`config.mk`:
```
export PLATFORM = sky130hd
export DESIGN_NAME = multicycle_ctrl_fsm
export DESIGN_NICKNAME = d
export VERILOG_FILES = /design/src/rtl/multicycle_ctrl_fsm.sv
export SDC_FILE = /design/constraint.sdc
export NUM_CORES = 1
export LEC_CHECK = 0
export ABC_AREA = 1
export CELL_PAD_IN_SITES_DETAIL_PLACEMENT = 1
export CELL_PAD_IN_SITES_GLOBAL_PLACEMENT = 1
export CORE_UTILIZATION = 37
export DETAILED_ROUTE_END_ITERATION = 6
export MAX_ROUTING_LAYER = met4
export PLACE_DENSITY = 0.88
export SLEW_MARGIN = 20
export SYNTH_ARGS = -nofsm -noshare
export SYNTH_HDL_FRONTEND = slang
export SYNTH_SLANG_ARGS = --single-unit
export TNS_END_PERCENT = 30
```
`constraint.sdc`:
```
create_clock -name clk -period 2.2 [get_ports clk]
set_clock_uncertainty 0.15 [all_clocks]
set_input_delay 0.44 -clock clk [delete_from_list [all_inputs] [get_ports clk]]
set_output_delay 0.44 -clock clk [all_outputs]
set_load 0.1 [all_outputs]
```
`src/rtl/multicycle_ctrl_fsm.sv`:
```
// Multi-cycle RV32I sequencing controller: fetch/decode/exec/mem/wb with memory timeout trap.
// Optional macro SYSTEM_NOP_EN makes MISC_MEM and SYSTEM legal 3-cycle NOPs.
module multicycle_ctrl_fsm #(
  parameter int MEM_TIMEOUT = 255,
  parameter int TO_W        = 8
) (
  input  logic       clk,
  input  logic       rst_n,
  input  logic [6:0] opcode,
  input  logic       mem_ready,
  input  logic       stall,
  output logic       imem_req,
  output logic       dmem_req,
  output logic       dmem_we,
  output logic       ir_we,
  output logic       pc_we,
  output logic       reg_we,
  output logic       instr_retired,
  output logic       trap,
  output logic       timeout_err,
  output logic [2:0] state
);

  typedef enum logic [2:0] {
    S_IDLE   = 3'd0,
    S_FETCH  = 3'd1,
    S_DECODE = 3'd2,
    S_EXEC   = 3'd3,
    S_MEM    = 3'd4,
    S_WB     = 3'd5,
    S_TRAP   = 3'd7
  } state_t;

  localparam logic [6:0] OPC_LUI      = 7'b0110111;
  localparam logic [6:0] OPC_AUIPC    = 7'b0010111;
  localparam logic [6:0] OPC_JAL      = 7'b1101111;
  localparam logic [6:0] OPC_JALR     = 7'b1100111;
  localparam logic [6:0] OPC_BRANCH   = 7'b1100011;
  localparam logic [6:0] OPC_LOAD     = 7'b0000011;
  localparam logic [6:0] OPC_STORE    = 7'b0100011;
  localparam logic [6:0] OPC_OP_IMM   = 7'b0010011;
  localparam logic [6:0] OPC_OP       = 7'b0110011;
  localparam logic [6:0] OPC_MISC_MEM = 7'b0001111;
  localparam logic [6:0] OPC_SYSTEM   = 7'b1110011;

  localparam logic [TO_W-1:0] WAIT_LAST = TO_W'(MEM_TIMEOUT - 1);

  state_t          cur;
  logic [6:0]      op_q;
  logic [TO_W-1:0] wait_cnt;

  function automatic logic is_nop(input logic [6:0] op);
`ifdef SYSTEM_NOP_EN
    return (op == OPC_MISC_MEM) || (op == OPC_SYSTEM);
`else
    return 1'b0 & (op == OPC_MISC_MEM || op == OPC_SYSTEM);
`endif
  endfunction

  function automatic logic is_legal(input logic [6:0] op);
    logic ok;
    case (op)
      OPC_LUI, OPC_AUIPC, OPC_JAL, OPC_JALR, OPC_BRANCH,
      OPC_LOAD, OPC_STORE, OPC_OP_IMM, OPC_OP: ok = 1'b1;
      default:                                 ok = is_nop(op);
    endcase
    return ok;
  endfunction

  always_ff @(posedge clk or negedge rst_n) begin
    if (!rst_n) begin
      cur         <= S_IDLE;
      op_q        <= 7'd0;
      wait_cnt    <= '0;
      timeout_err <= 1'b0;
    end else begin
      case (cur)
        S_IDLE: begin
          wait_cnt <= '0;
          cur      <= S_FETCH;
        end
        // FETCH and MEM share the handshake: ready wins over the timeout threshold.
        S_FETCH, S_MEM: begin
          if (mem_ready) begin
            wait_cnt <= '0;
            if (cur == S_FETCH)
              cur <= S_DECODE;
            else if (op_q == OPC_STORE)
              cur <= S_FETCH;
            else
              cur <= S_WB;
          end else if (wait_cnt == WAIT_LAST) begin
            wait_cnt    <= '0;
            timeout_err <= 1'b1;
            cur         <= S_TRAP;
          end else begin
            wait_cnt <= wait_cnt + TO_W'(1);
          end
        end
        S_DECODE: begin
          if (!stall) begin
            op_q <= opcode;
            cur  <= is_legal(opcode) ? S_EXEC : S_TRAP;
          end
        end
        S_EXEC: begin
          if (!stall) begin
            if (op_q == OPC_LOAD || op_q == OPC_STORE)
              cur <= S_MEM;
            else if (op_q == OPC_BRANCH || is_nop(op_q))
              cur <= S_FETCH;
            else
              cur <= S_WB;
          end
        end
        S_WB: begin
          if (!stall)
            cur <= S_FETCH;
        end
        S_TRAP: cur <= S_TRAP;
        default: cur <= S_TRAP;
      endcase
    end
  end

  // Enables are decoded from the state register plus same-cycle ready/stall,
  // so reset (state forced to IDLE) drops them all immediately.
  logic exec_retire;
  logic mem_retire;

  always_comb begin
    exec_retire = (cur == S_EXEC) && !stall && ((op_q == OPC_BRANCH) || is_nop(op_q));
    mem_retire  = (cur == S_MEM) && mem_ready && (op_q == OPC_STORE);

    imem_req      = (cur == S_FETCH);
    ir_we         = (cur == S_FETCH) && mem_ready;
    dmem_req      = (cur == S_MEM);
    dmem_we       = (cur == S_MEM) && (op_q == OPC_STORE);
    reg_we        = (cur == S_WB) && !stall;
    pc_we         = exec_retire || mem_retire || reg_we;
    instr_retired = exec_retire || mem_retire || reg_we;
    trap          = (cur == S_TRAP);
    state         = cur;
  end

endmodule
```
* Word level (Yosys, flattened, before mapping) *
Index checks and enable logic that the tools add are counted.
W data, S select, Z words.

storage, ports and cells
  output and inout bits = 12
  bits in registers = 19
  bits of input ports = 11

cells by class
  $add $sub $neg = 1
  bitwise logic cells = 2
  eq/ne operators = 23
  reduce and logical (&&, ||, !) cells = 18
  mux-type cells = 17

operators by type and width
  kind                   count
  $mux W3                10
  $eq A7 B6 Y1 const B   4
  $eq A7 B7 Y1 const B   4
  $mux W8                2
  $pmux W8 S2            1
  $pmux W3 S5            1
  $eq A7 B2 Y1 const B   2
  $eq A7 B5 Y1 const B   2
  $eq A3 B3 Y1 const B   3
  $reduce_or A9 Y1       1
  $add A8 B1 Y8 const B  1
  $eq A8 B8 Y1 const B   1
  $logic_and A1 B1 Y1    7
  $eq A3 B2 Y1 const B   2
  $ne A2 B2 Y1 const B   3
  $reduce_and A4 Y1      1
  $eq A3 B1 Y1 const B   1
  $logic_not A3 Y1       1
  $logic_or A1 B1 Y1     3
  $mux W1                3
  $ne A3 B3 Y1 const B   1
  $reduce_and A3 Y1      1
  $not A1 Y1             2
  $reduce_and A2 Y1      1
  other kinds (3)        3

* Depth between registers and ports, before layout *
Gate-level depths: netlist (run 1).

  depth after elaboration = 8
  depth in mapped cells = 10
  depth with buffers taken out = 10

* Worst setup path before layout (run 1) *
OpenSTA, ideal clock, no wires.

  path kind = register to output
  start point = register cur[2], in the netlist state[2]
  end point = output pc_we
  setup slack = -2787 ps
  required time = 1610 ps
  path buffers = 1
  arrival time = 4397 ps
  stages on the path, launching flop included = 6
  cell sequence = dfrtp_1 nand2_1 nor2_1 a21oi_1 o21ai_0 buf_4

on the way
  cells in the longest elaborated chain, start to end = 5

RTL lines
  what                                                 RTL line  source
  from (decl)                                          48        state_t cur;
  from (signal assigned)                               103       cur <= is_legal(opcode) ? S_EXEC : S_TRAP;
  $eq A3 B2 Y1 / $eq A3 B3 Y1 (equally long branches)  132, 133
  $logic_and A1 B1 Y1 (on tied branches) (2 in a row)  132, 133
  $logic_or A1 B1 Y1                                   --
  $logic_or A1 B1 Y1 *                                 --
  to (decl)                                            16        output logic pc_we,

Every way passes the cells marked *; elsewhere a longest branch is shown, timed or not.

* Worst setup path after layout (run 1) *
  start point = register cur[1], in the netlist state[1]
  end point = output instr_retired

on the way
  cells in the longest elaborated chain, start to end = 5

RTL lines
  what                                                 RTL line  source
  $eq A3 B2 Y1 / $eq A3 B3 Y1 (equally long branches)  132, 133
  $logic_and A1 B1 Y1 (on tied branches) (2 in a row)  132, 133
  $logic_or A1 B1 Y1                                   141       instr_retired = exec_retire || mem_retire || reg_we;
  $logic_or A1 B1 Y1 *                                 141
  to (decl)                                            18        output logic instr_retired,

Marked as above.

==> flow_metrics.tcl, run 1 <==
set metrics [dict create \
    rows 19 \
    startpoint "state[1]$_DFFE_PN0P_" \
    drive_gt1_frac 0.360 \
    wl_met3_um 117 \
    hold_viol_final 0 \
    routed_wl_um 3710 \
    worstPathArrival_ps 1620 \
    max_freq_ghz 0.452 \
    period_needed_ps 2210 \
    violations "DRC, setup timing" \
    place_ws_ps 31.7 \
    period_share 1.01 \
    synthTopCellsByArea "dfrtp_1, nand2_1, nor2_1, inv_1, o21ai_0" \
    placedCellCount 203 \
    clock_sinks 19 \
    synth_top_area_share 0.419 \
    slew_headroom 0.698 \
    clkSlewWorstSetupHoldPaths_ps 120 \
    worstPathMaxFanout 5 \
    coreArea_um2 2830 \
    clk_latency_ps 320 \
    wl_met1_um 1450 \
    fin_ws_ps -14.6 \
    num_vias 1147 \
    portBuffers 22 \
    grt_overflow_total 0 \
    antenna_cells 0 \
    root_buffer "clkbuf_4" \
    dpl.hpwl_um 2330 \
    drtIter0Drc 67 \
    finalMaxSlewViolations 0 \
    ys_types 24 \
    min_path_type "in -> async" \
    synth_cells 151 \
    total_power_uw 582 \
    drt_pass1_iterations 6 \
    final_cells 220 \
    power.density_nw_per_um2 338 \
    syn-num-nets 164 \
    synth-seq-cells 19 \
    drc 2 \
    dieArea_um2 3290 \
    final_antenna_net_count 0 \
    vdd.ir_drop.worst_mv 0.253 \
    setup_violations 2 \
    crit_path_start_kind "flip-flop" \
    r2r-start "state[1]$_DFFE_PN0P_" \
    die_w_um 57.4 \
    cts_tree "done" \
    floorplan.die.height_um 57.4 \
    gr-usage-all-layers 0.260 \
    wire_per_inst_um 16.9 \
    drv_cap 0 \
    syn2layout_area_growth_pct 51.8 \
    place_congestion 0.896 \
    rr_worst_depth 12 \
    grt_pass1_vias 1250 \
    ctsHoldBuffers 0 \
    grt_pass1_wl_um 6110 \
    worst_pin_slew_ps 452 \
    initial_core_util 0.401 \
    ys.warnings.count 0 \
    hold_slack_ps 267 \
    syn_area_per_cell_um2 7.52 \
    cts_made_buffers 3 \
    p_leak_uw 0.000836 \
    crit_required_ps 1610 \
    setup_tns_ps -24.2 \
    status "finished with violations" \
    grt_setup_unrepaired "true" \
    clock_path_buffers 2 \
    critPathKind "reg -> out" \
    antenna_found_initial 0 \
    r2r-end "state[2]$_DFFE_PN0P_" \
    grt_max_degree 12 \
    ys_seq_area_frac 0.419 \
    top_layer "met4" \
    htreeDepth 1 \
    synth_area_um2 1130 \
    nets 203 \
    via_per_inst 5.21 \
    worstSetupEndpointType "output port" \
    ff2ff_setup_slack_ps 130 \
    route.met2.wl_um 2060 \
    ios 23 \
    yosys.area.top_type "dfrtp_1" \
]
-- critical path, stage by stage (launching register included) --
cell and delay, ps:
dfrtp_4 550, nor2_4 130, nand2_4 80, nor2_4 130, a21oi_2 80, o21ai_4 100
buf_12 210
-- timing repair --
action,in CTS,in global routing
pin swaps,4,3
endpoints found under the setup margin,2,2
buffers inserted,12,1
resized for setup,11,8
-- state kept, by name, indices dropped and copies added (netlist names) --
signal       flops
state            3
timeout_err      1
wait_cnt         8
op_q             7
-- cells by family (layout without fill, tap and decap cells) --
logic type,after synthesis,after routing,synth area share
simple gates,80,80,0.314
buf+inv,28,66,0.103
flops,19,19,0.419
compound gates,17,17,0.0893
mux,4,4,0.0452
fa+ha+maj,2,2,0.0220
xor+xnor,1,1,0.00772
-- stage by stage --
stage / area (um2) / util
2_1_floorplan: 1200 / -
3_3_place_gp: 1540 / 0.544
3_5_place_dp: 1540 / 0.544
4_1_cts: 1690 / 0.598
5_1_grt: 1720 / 0.609
6_report: 1720 / 0.609
-- area by class of cell --
type,count,area (um2)
multi-input cells,104,631
clock inverters,1,5.00
flip-flops and latches,19,487
well taps,31,38.8
inverters,26,103
fillers,336,1110
repair buffers,36,437
clock buffers,3,22.5
-- routing by layer --
layer / vias up / GRT usage
met5: - / -
met4: 0 / 0.129
met3: 9 / 0.0340
met2: 27 / 0.462
met1: 564 / 0.282
li1: 547 / -
-- how the worst max path moves through the flow --
stage,cells after the start,to,slack (ps)
2_1_floorplan,6,pc_we,-500
3_3_place_gp,5,pc_we,90
3_5_place_dp,5,pc_we,30
4_1_cts,8,pc_we,8
5_1_grt,6,instr_retired,-50
6_report,6,instr_retired,-10
-- cell usage after synthesis, drive strengths merged --
master	number
nand2	41
inv	26
nor2	25
dfrtp	19
o21ai	10
nand3	9
a21oi	5
mux2	3
nand4	3
buf	2
ha	2
nor3	2
o21bai	2
mux2i	1
xor2	1
-- layout by cell type, fill, tap and decap left out, types with 4 or more instances in the layout --
| cell type | synthesis | final |
|---|---|---|
| nand2_1 | 38 | 31 |
| inv_1 | 23 | 21 |
| nor2_1 | 24 | 16 |
| dfrtp_1 | 19 | 16 |
| buf_4 | 1 | 14 |
| buf_12 | 0 | 11 |
| clkdlybuf4s50_1 | 0 | 10 |
| o21ai_0 | 10 | 9 |
| nand2_2 | 2 | 8 |
| nor2_4 | 0 | 5 |
| nand3_1 | 6 | 5 |
| nand3_2 | 3 | 4 |
| nor2_2 | 1 | 4 |
-- power breakdown --
part           internal, uW  switching [uW]  leakage, uW
registers               349               0     0.000235
logic                  19.5            18.4     0.000584
clock network          68.3             126    0.0000177
total                   437             145     0.000836
No activity file was read; power rests on OpenSTA's default activity.
==> inputs of run 2 (changes only) <==
--- a/config.mk
+++ b/config.mk
@@ -9,9 +9,11 @@
 export CELL_PAD_IN_SITES_DETAIL_PLACEMENT = 1
 export CELL_PAD_IN_SITES_GLOBAL_PLACEMENT = 1
 export CORE_UTILIZATION = 37
+export CTS_CLUSTER_DIAMETER = 100
 export DETAILED_ROUTE_END_ITERATION = 6
 export MAX_ROUTING_LAYER = met4
 export PLACE_DENSITY = 0.88
+export SETUP_SLACK_MARGIN = 0.3
 export SLEW_MARGIN = 20
 export SYNTH_ARGS = -nofsm -noshare
 export SYNTH_HDL_FRONTEND = slang
==> run 2 against run 1 <==
  * The run still ends with DRC, setup timing left
  * Sequential cell count is the same
  * Register-to-register slack improved by 360 ps
  * Global-route usage down 2.7 points
  * Cell area up 0.58%
  * Clock power about the same
  * Hold slack better by 17 ps
  * Utilization grew 0.35 points
  * Sequential power about the same
  * Wire length down 8.3%
  * Final cell count shrank 1.4%
  * Non-clock buffer count decreased by 3
  * Critical path type unchanged
  * Critical endpoint unchanged
  * Highest routed layer unchanged
==> flow_metrics.tcl, run 2 (synthesis gave the netlist of run 1 again) <==
set metrics [dict create \
    drive_gt1_frac 0.360 \
    clock_sinks 19 \
    clock_path_buffers 2 \
    initial_core_util 0.401 \
    p_leak_uw 0.000814 \
    place_ws_ps 48.8 \
    antenna_cells 0 \
    dieArea_um2 3290 \
    worstSetupEndpointType "output port" \
    wire_per_inst_um 15.7 \
    num_vias 1110 \
    grt_overflow_total 0 \
    rr_worst_depth 9 \
    grt_pass1_wl_um 5620 \
    clkSlewWorstSetupHoldPaths_ps 130 \
    coreArea_um2 2830 \
    min_path_type "in -> async" \
    largest_reg_flops 8 \
    gr-usage-all-layers 0.233 \
    period_share 1.02 \
    rows 19 \
    drt_pass1_iterations 7 \
    max_freq_ghz 0.447 \
    worstPathArrival_ps 1650 \
    final_cell_mix "nand2_1, inv_1, nor2_1, dfrtp_1, buf_12" \
    ios 23 \
    final_antenna_net_count 0 \
    slew_headroom 0.678 \
    via_per_inst 5.12 \
    syn2layout_area_growth_pct 52.7 \
    place_congestion 0.891 \
    fin_ws_ps -39.1 \
    root_buffer "clkbuf_4" \
    hold_viol_final 0 \
    drv_cap 0 \
    die_w_um 57.4 \
    worst_pin_slew_ps 481 \
    finalMaxSlewViolations 0 \
    crit_required_ps 1610 \
    ff2ff_setup_slack_ps 490 \
    htreeDepth 1 \
    regArea_um2 487 \
    drc 1 \
    antenna_found_initial 0 \
    status "finished with violations" \
    violations "DRC, setup timing" \
    grt_max_degree 13 \
    grt_pass1_vias 1171 \
    cts_tree "done" \
    final_common_cell "nand2_1" \
    cts_made_buffers 3 \
    routed_wl_um 3400 \
    portBuffers 22 \
    num-fill-cells 343 \
    clk_latency_ps 310 \
    power.density_nw_per_um2 338 \
    floorplan.die.height_um 57.4 \
    drtIter0Drc 28 \
    multi_input_area_um2 653 \
    critPathKind "reg -> out" \
    crit_path_start_kind "flip-flop" \
    ctsHoldBuffers 0 \
    vdd.ir_drop.worst_mv 0.268 \
    top_register "wait_cnt" \
    nets 200 \
    dpl.hpwl_um 2480 \
    period_needed_ps 2240 \
    worstPathMaxFanout 3 \
    setup_violations 2 \
    grt_setup_unrepaired "true" \
    total_power_uw 586 \
]
## run 2: cell count changes in the layout (fill, tap and decap cells not counted), sizes merged
| cell | previous run | this run |
|---|---|---|
| clkinv | 1 | 0 |
| clkinvlp | 0 | 1 |
| buf | 26 | 23 |
## run 2: stage by stage
stage               hold WS [ps]  std cells   util  instance area (um2)  TNS [ps]
floorplan                  -5.59        151      -                 1210      -740
global placement             316        203  0.548                 1550         0
detailed placement           328        203  0.548                 1550         0
CTS                          299        214  0.596                 1690         0
global route                 278        217  0.613                 1730      -229
finish                       284        217  0.613                 1730     -75.5
## run 2: final cells by class
type                       instances  share of cell area
inverter                          26              0.0592
clock inverter                     1             0.00433
tap                               31              0.0224
timing repair buffer              33               0.243
multi-input combinational        104               0.377
clock buffer                       3              0.0130
sequential                        19               0.281
## run 2: where the power goes
group	switching, uW	internal (uW)	leakage (uW)
clock network	129	69.4	0.0000139
registers	0	349	0.000235
logic	19.3	19.5	0.000565
total	148	438	0.000814
## run 2: worst max-delay path, cell delays in order (launching register included)
cell and delay [ps]:
dfrtp_1 410, inv_1 70, nand2_2 60, nor2_4 140
nand2_2 110, nor2_4 150, a21oi_2 80, o21ai_4 100
buf_12 200
## run 2: path summary, 6_finish.rpt
check                                     endpoint                    start
min reg2reg                    op_q[0]$_DFFE_PN0P_      op_q[0]$_DFFE_PN0P_
min                        wait_cnt[6]$_DFFE_PN0P_                    rst_n
max                                  instr_retired      op_q[3]$_DFFE_PN0P_
max in group asynchronous      op_q[5]$_DFFE_PN0P_                    rst_n
min in group clk               op_q[0]$_DFFE_PN0P_      op_q[0]$_DFFE_PN0P_
max reg2reg                wait_cnt[6]$_DFFE_PN0P_  wait_cnt[0]$_DFFE_PN0P_
## run 2: timing repair
action	4_1_cts	5_1_grt
buffers inserted	7	3
endpoints found under the setup margin	7	8
hold endpoints to repair	0	0
resized for setup	14	10
gates cloned	0	0
pin swaps	5	6
## run 2: per-layer routing
metal / share of wire / routed length [um] / up-vias / global-route usage
met2: 0.54 / 1850 / 21 / 0.412
met5: 0 / 0 / - / -
met1: 0.41 / 1380 / 539 / 0.268
met4: 0.031 / 104 / 0 / 0.0767
li1: - / - / 539 / -
met3: 0.019 / 65 / 11 / 0.0340
